===== config.mk =====
export PLATFORM = sky130hd
export DESIGN_NAME = bus_reg_file
export DESIGN_NICKNAME = d
export VERILOG_FILES = /design/src/rtl/bus_reg_file.sv
export SDC_FILE = /design/constraint.sdc
export NUM_CORES = 1
export LEC_CHECK = 0
export BUFFER_PORTS_ARGS = -buffer_cell sky130_fd_sc_hd__buf_2
export CORE_MARGIN = 2
export CORE_UTILIZATION = 25
export DETAILED_ROUTE_END_ITERATION = 10
export GPL_ROUTABILITY_DRIVEN = 0
export PLACE_DENSITY = 0.4
export SKIP_LAST_GASP = 1
export SLEW_MARGIN = 20
export SYNTH_ARGS = -nofsm -noshare
export SYNTH_HDL_FRONTEND = slang
export SYNTH_SLANG_ARGS = --single-unit

===== constraint.sdc =====
create_clock -name clk -period 2.3 [get_ports clk]
set_input_delay 0.23 -clock clk [delete_from_list [all_inputs] [get_ports clk]]
set_output_delay 0.23 -clock clk [all_outputs]
set_load 0.02 [all_outputs]

===== src/rtl/bus_reg_file.sv =====
// Register file on a shared transfer bus with a LOAD/READ/MOVE/SWAP sequencer.
// Define BUS_REG_FILE_SWAP_EN to build in SWAP support (temp register T).
module bus_reg_file #(
  parameter  int WIDTH = 4,
  parameter  int NREGS = 4,
  localparam int IW    = $clog2(NREGS)
) (
  input  logic             clk,
  input  logic             rst,
  input  logic             cmd_valid,
  output logic             cmd_ready,
  input  logic [1:0]       cmd_op,
  input  logic [IW-1:0]    cmd_src,
  input  logic [IW-1:0]    cmd_dst,
  input  logic [WIDTH-1:0] cmd_data,
  output logic [WIDTH-1:0] rd_data,
  output logic [WIDTH-1:0] bus_mon,
  output logic             done,
  output logic             err
);

  localparam logic [1:0] OP_LOAD = 2'd0;
  localparam logic [1:0] OP_READ = 2'd1;
  localparam logic [1:0] OP_MOVE = 2'd2;
  localparam logic [1:0] OP_SWAP = 2'd3;

  localparam logic [1:0] S_IDLE  = 2'd0;
  localparam logic [1:0] S_STEP1 = 2'd1;
`ifdef BUS_REG_FILE_SWAP_EN
  localparam logic [1:0] S_SWAP2 = 2'd2;
  localparam logic [1:0] S_SWAP3 = 2'd3;
`endif

  localparam logic [IW:0] NR = NREGS[IW:0];

  logic [1:0]       state_q, state_d;
  logic [1:0]       op_q;
  logic [IW-1:0]    src_q, dst_q;
  logic [WIDTH-1:0] data_q;
  logic [WIDTH-1:0] r_q [NREGS];
  logic [WIDTH-1:0] rd_q;
  logic             done_q, done_d;
  logic             err_q, err_d;

  logic [WIDTH-1:0] bus;
  logic [WIDTH-1:0] rsrc;
  logic             src_bad, dst_bad, bad;
  logic             wr_reg, wr_rd;
  logic [IW-1:0]    wr_idx;

`ifdef BUS_REG_FILE_SWAP_EN
  logic [WIDTH-1:0] t_q;
  logic [WIDTH-1:0] rdst;
  logic             wr_t;
`endif

  assign src_bad = {1'b0, src_q} >= NR;
  assign dst_bad = {1'b0, dst_q} >= NR;

  // Only the index fields an op actually uses can reject it.
  always_comb begin
    unique case (op_q)
      OP_LOAD: bad = dst_bad;
      OP_READ: bad = src_bad;
      default: bad = src_bad | dst_bad;
    endcase
`ifndef BUS_REG_FILE_SWAP_EN
    if (op_q == OP_SWAP) bad = 1'b1;
`endif
  end

  always_comb begin
    rsrc = '0;
    for (int i = 0; i < NREGS; i++)
      if (src_q == IW'(i)) rsrc = r_q[i];
  end

`ifdef BUS_REG_FILE_SWAP_EN
  always_comb begin
    rdst = '0;
    for (int i = 0; i < NREGS; i++)
      if (dst_q == IW'(i)) rdst = r_q[i];
  end
`endif

  // Every write takes its value from the bus; one driver per cycle.
  always_comb begin
    bus     = '0;
    wr_reg  = 1'b0;
    wr_rd   = 1'b0;
    wr_idx  = dst_q;
    state_d = state_q;
    done_d  = 1'b0;
    err_d   = 1'b0;
`ifdef BUS_REG_FILE_SWAP_EN
    wr_t    = 1'b0;
`endif
    unique case (state_q)
      S_IDLE: if (cmd_valid) state_d = S_STEP1;
      S_STEP1: begin
        state_d = S_IDLE;
        done_d  = 1'b1;
        if (bad) begin
          err_d = 1'b1;
        end else begin
          unique case (op_q)
            OP_LOAD: begin
              bus    = data_q;
              wr_reg = 1'b1;
            end
            OP_READ: begin
              bus   = rsrc;
              wr_rd = 1'b1;
            end
            OP_MOVE: begin
              bus    = rsrc;
              wr_reg = 1'b1;
            end
            default: begin
`ifdef BUS_REG_FILE_SWAP_EN
              bus     = rsrc;
              wr_t    = 1'b1;
              state_d = S_SWAP2;
              done_d  = 1'b0;
`endif
            end
          endcase
        end
      end
`ifdef BUS_REG_FILE_SWAP_EN
      S_SWAP2: begin
        bus     = rdst;
        wr_reg  = 1'b1;
        wr_idx  = src_q;
        state_d = S_SWAP3;
      end
      S_SWAP3: begin
        bus     = t_q;
        wr_reg  = 1'b1;
        wr_idx  = dst_q;
        state_d = S_IDLE;
        done_d  = 1'b1;
      end
`endif
      default: state_d = S_IDLE;
    endcase
  end

  always_ff @(posedge clk or posedge rst) begin
    if (rst) begin
      state_q <= S_IDLE;
      op_q    <= '0;
      src_q   <= '0;
      dst_q   <= '0;
      data_q  <= '0;
      rd_q    <= '0;
      done_q  <= 1'b0;
      err_q   <= 1'b0;
      for (int i = 0; i < NREGS; i++) r_q[i] <= '0;
    end else begin
      state_q <= state_d;
      done_q  <= done_d;
      err_q   <= err_d;
      if (cmd_valid && cmd_ready) begin
        op_q   <= cmd_op;
        src_q  <= cmd_src;
        dst_q  <= cmd_dst;
        data_q <= cmd_data;
      end
      if (wr_rd) rd_q <= bus;
      for (int i = 0; i < NREGS; i++)
        if (wr_reg && wr_idx == IW'(i)) r_q[i] <= bus;
    end
  end

`ifdef BUS_REG_FILE_SWAP_EN
  always_ff @(posedge clk or posedge rst) begin
    if (rst)       t_q <= '0;
    else if (wr_t) t_q <= bus;
  end
`endif

  assign cmd_ready = (state_q == S_IDLE);
  assign rd_data   = rd_q;
  assign bus_mon   = bus;
  assign done      = done_q;
  assign err       = err_q;

endmodule


==> flow_summary.yaml <==
run_status:
  outcome: "finished, final reports clean"
clock_tree:
  cts_made_buffers: 5
  cts_sinks: 33
  clockBufferDepth: 2
  cts_tree: "built"
  clk_pin_slew_ns: 0.07
  h-tree-depth: 2
  cts_root_buffer: "clkbuf_8"
  clock_latency_ns: 0.29
detailed_routing:
  vias: 1076
  route.detailed.drc: 0
  firstDrtPassIters: 4
  drt-initial-drc-count: 45
  antenna_left: 0
  wl_per_cell_um: 14.66
  vias_per_cell: 4.618
  wl_um: 3415
floorplanning:
  die_w_um: 80.88
  die_y_um: 80.88
  coreArea_um2: 5816
  start_util_pct: 25.41
  row_count: 28
  num_io_pins: 24
  dieArea_um2: 6542
grt:
  grt_first_pass_wirelength_um: 5789
  grt_pass1_vias: 1107
  grt.total_usage_pct: 12.06
  grt.overflow.total: 0
  antenna_found_initial: 0
  grt_max_degree: 23
power:
  powerDensity_nw_per_um2: 820.0
  ir_drop_v: 0.0002439
  leakagePower_nw: 0.8299
yosys:
  synth-seq-area-share_pct: 55.88
  syn_avg_cell_area_um2: 11.73
  synth_top_cell_area_share_pct: 55.88
  yosysTopAreaCell: "dfrtp_1"
  synth_area_um2: 1478
  synthesis.nets: 142
  synth_seq_cells: 33
  ys_warn_count: 0
  synthCells: 126
  synth_cell_types: 24
  yosys-top-cells-area: "dfrtp_1 (56%), mux2_2 (9.1%), o31ai_1 (8.1%)"
place:
  hpwl_um: 2517
  placed_area_um2: 1699
  portBuffers: 23
  dp.cells: 223
sta:
  fin_skew_ns: 0.007645
  min_period_over_period_pct: 93.79
  fin_crit_ns: 2.157
  max_freq_ghz: 0.4635
  tightest_slew_ns: 0.5638
  finalMaxSlewViolations: 0
  fin_setup_tns_ns: 0
  grt_setup_unrepaired: "no"
  holdWs_ns: 0.1647
  finalSetupViolations: 0
  finalHoldViolations: 0
  slew-limit-headroom_pct: 62.42
cells_and_area:
  nets: 173
  drive_above_1_share_pct: 34.81
  fin_cells: 233
  final_area_um2: 1802
  num_antenna_cells: 0
  area_growth_pct: 21.93
  fillCellCount: 625
setup_path:
  crit_type: "flop to output port"
  arrival_ns: 1.93
  cp-end-kind: "output port"
  worst_setup_path_start_kind: "flop"
  slowest_stage: "dfrtp_2"
  required_ns: 2.07
  critical_path.cell_chain: "inv_1, ha_1, nor2b_1, a222oi_1, buf_4, nor2_1, buf_2"
  crit_fanout: 7
  max_stage_delay_ns: 0.41
worst_hold_path:
  min_path_type: "input port to flop"
flow_run:
  maxCapViolCount: 0
-- path summary, 6_finish.rpt --
check / startpoint / end / slack, ns / cells after the start
max in group asynchronous: rst / op_q[0] / 1.14 / 4
min in group asynchronous: rst / dst_q[1] / 0.49 / 3
hold reg to reg: r_q[7] / r_q[7] / 0.48 / 2
setup / recovery: op_q[0] / bus_mon[3] / 0.14 / 7
hold / removal: cmd_op[1] / op_q[1] / 0.16 / 3
setup reg to reg: op_q[0] / r_q[7] / 0.53 / 7
-- metal layers --
metal	track usage [%]	wire, um
met5	0	0
met4	6.441	121
met3	3.333	190
met2	17.27	1497
met1	16.46	1606
-- sequential cells by signal, indices dropped and copies added (netlist names) --
register and count:
state_q 1, rd_data 4, dst_q 2, data_q 4
src_q 2, done 1, r_q 16, err 1
op_q 2
-- worst max-delay path, delay by kind of cell (launching register included) --
family	cells	cell delay, ns
DFF	1	0.41
AOI/OAI and AO/OA	1	0.30
adders and majority gates	1	0.31
and+or+nand+nor	2	0.20
buffers and inverters	3	0.42
-- cells in the final DEF, fill, tap and decap left out, types with 4 or more instances in the layout --
master / netlist / final
clkbuf_8: 0 / 5
dfrtp_1: 33 / 31
mux2_2: 12 / 12
inv_1: 4 / 4
buf_4: 0 / 8
nand2_1: 23 / 23
buf_2: 2 / 23
o31ai_1: 16 / 16
nor2_1: 4 / 4
-- layout make-up --
cell class              instances  area (um2)  area share (%)
flip-flops and latches         33       828.3           45.97
clock buffers                   6       72.57           4.028
multi-input cells              81       596.8           33.12
clock inverters                 2       10.01          0.5556
repair buffers                 32       185.2           10.28
well taps                      75       93.84           5.208
inverters                       4       15.01          0.8333
-- stage by stage --
| step | power [mW] | worst slack [ns] | util (%) |
|---|---|---|---|
| after detailed placement | 1.069 | 0.4237 | 29.22 |
| after floorplan | 0.9523 | 0.3640 | - |
| after global routing | 1.583 | 0.01736 | 30.98 |
| after global placement | 1.066 | 0.4291 | 29.22 |
| after CTS | 1.498 | 0.1019 | 30.81 |
| final | 1.478 | 0.1427 | 30.98 |
-- cell families (layout without fill, tap and decap cells) --
group	count (synthesis)	after routing	synth area share [%]
buffers and inverters	12	44	3.725
AO/OA/AOI/OAI	26	26	12.70
adder cells (fa/ha/maj)	3	3	2.540
AND/OR/NAND/NOR	37	37	12.19
flip-flops	33	33	55.88
multiplexers	15	15	12.96
-- Yosys cell counts --
cell type	instances
clkbuf_1	3
and2_1	2
mux2_2	12
o21ai_1	3
buf_6	1
o21ai_0	3
mux4_1	1
o31ai_1	16
ha_1	3
or2_2	1
nand2b_1	1
a222oi_1	3
buf_2	2
or4b_1	1
dfrtp_1	33
nor2b_1	2
mux2_4	2
nand2_1	23
nand4bb_1	2
a22oi_1	1
buf_1	2
nand4b_1	1
inv_1	4
nor2_1	4
-- repair_timing --
item                                    CTS  global route
buffers inserted                          0             1
hold buffers                              1             0
gates resized for setup                   0             2
hold endpoints to repair                 11             0
endpoints found under the setup margin    0             4
-- report_power, final --
group          switching (mW)  internal (mW)
clock network           0.208          0.209
logic                   0.176          0.149
registers              0.0656          0.669
total                   0.450           1.03
(Power assumes the default switching activity.)
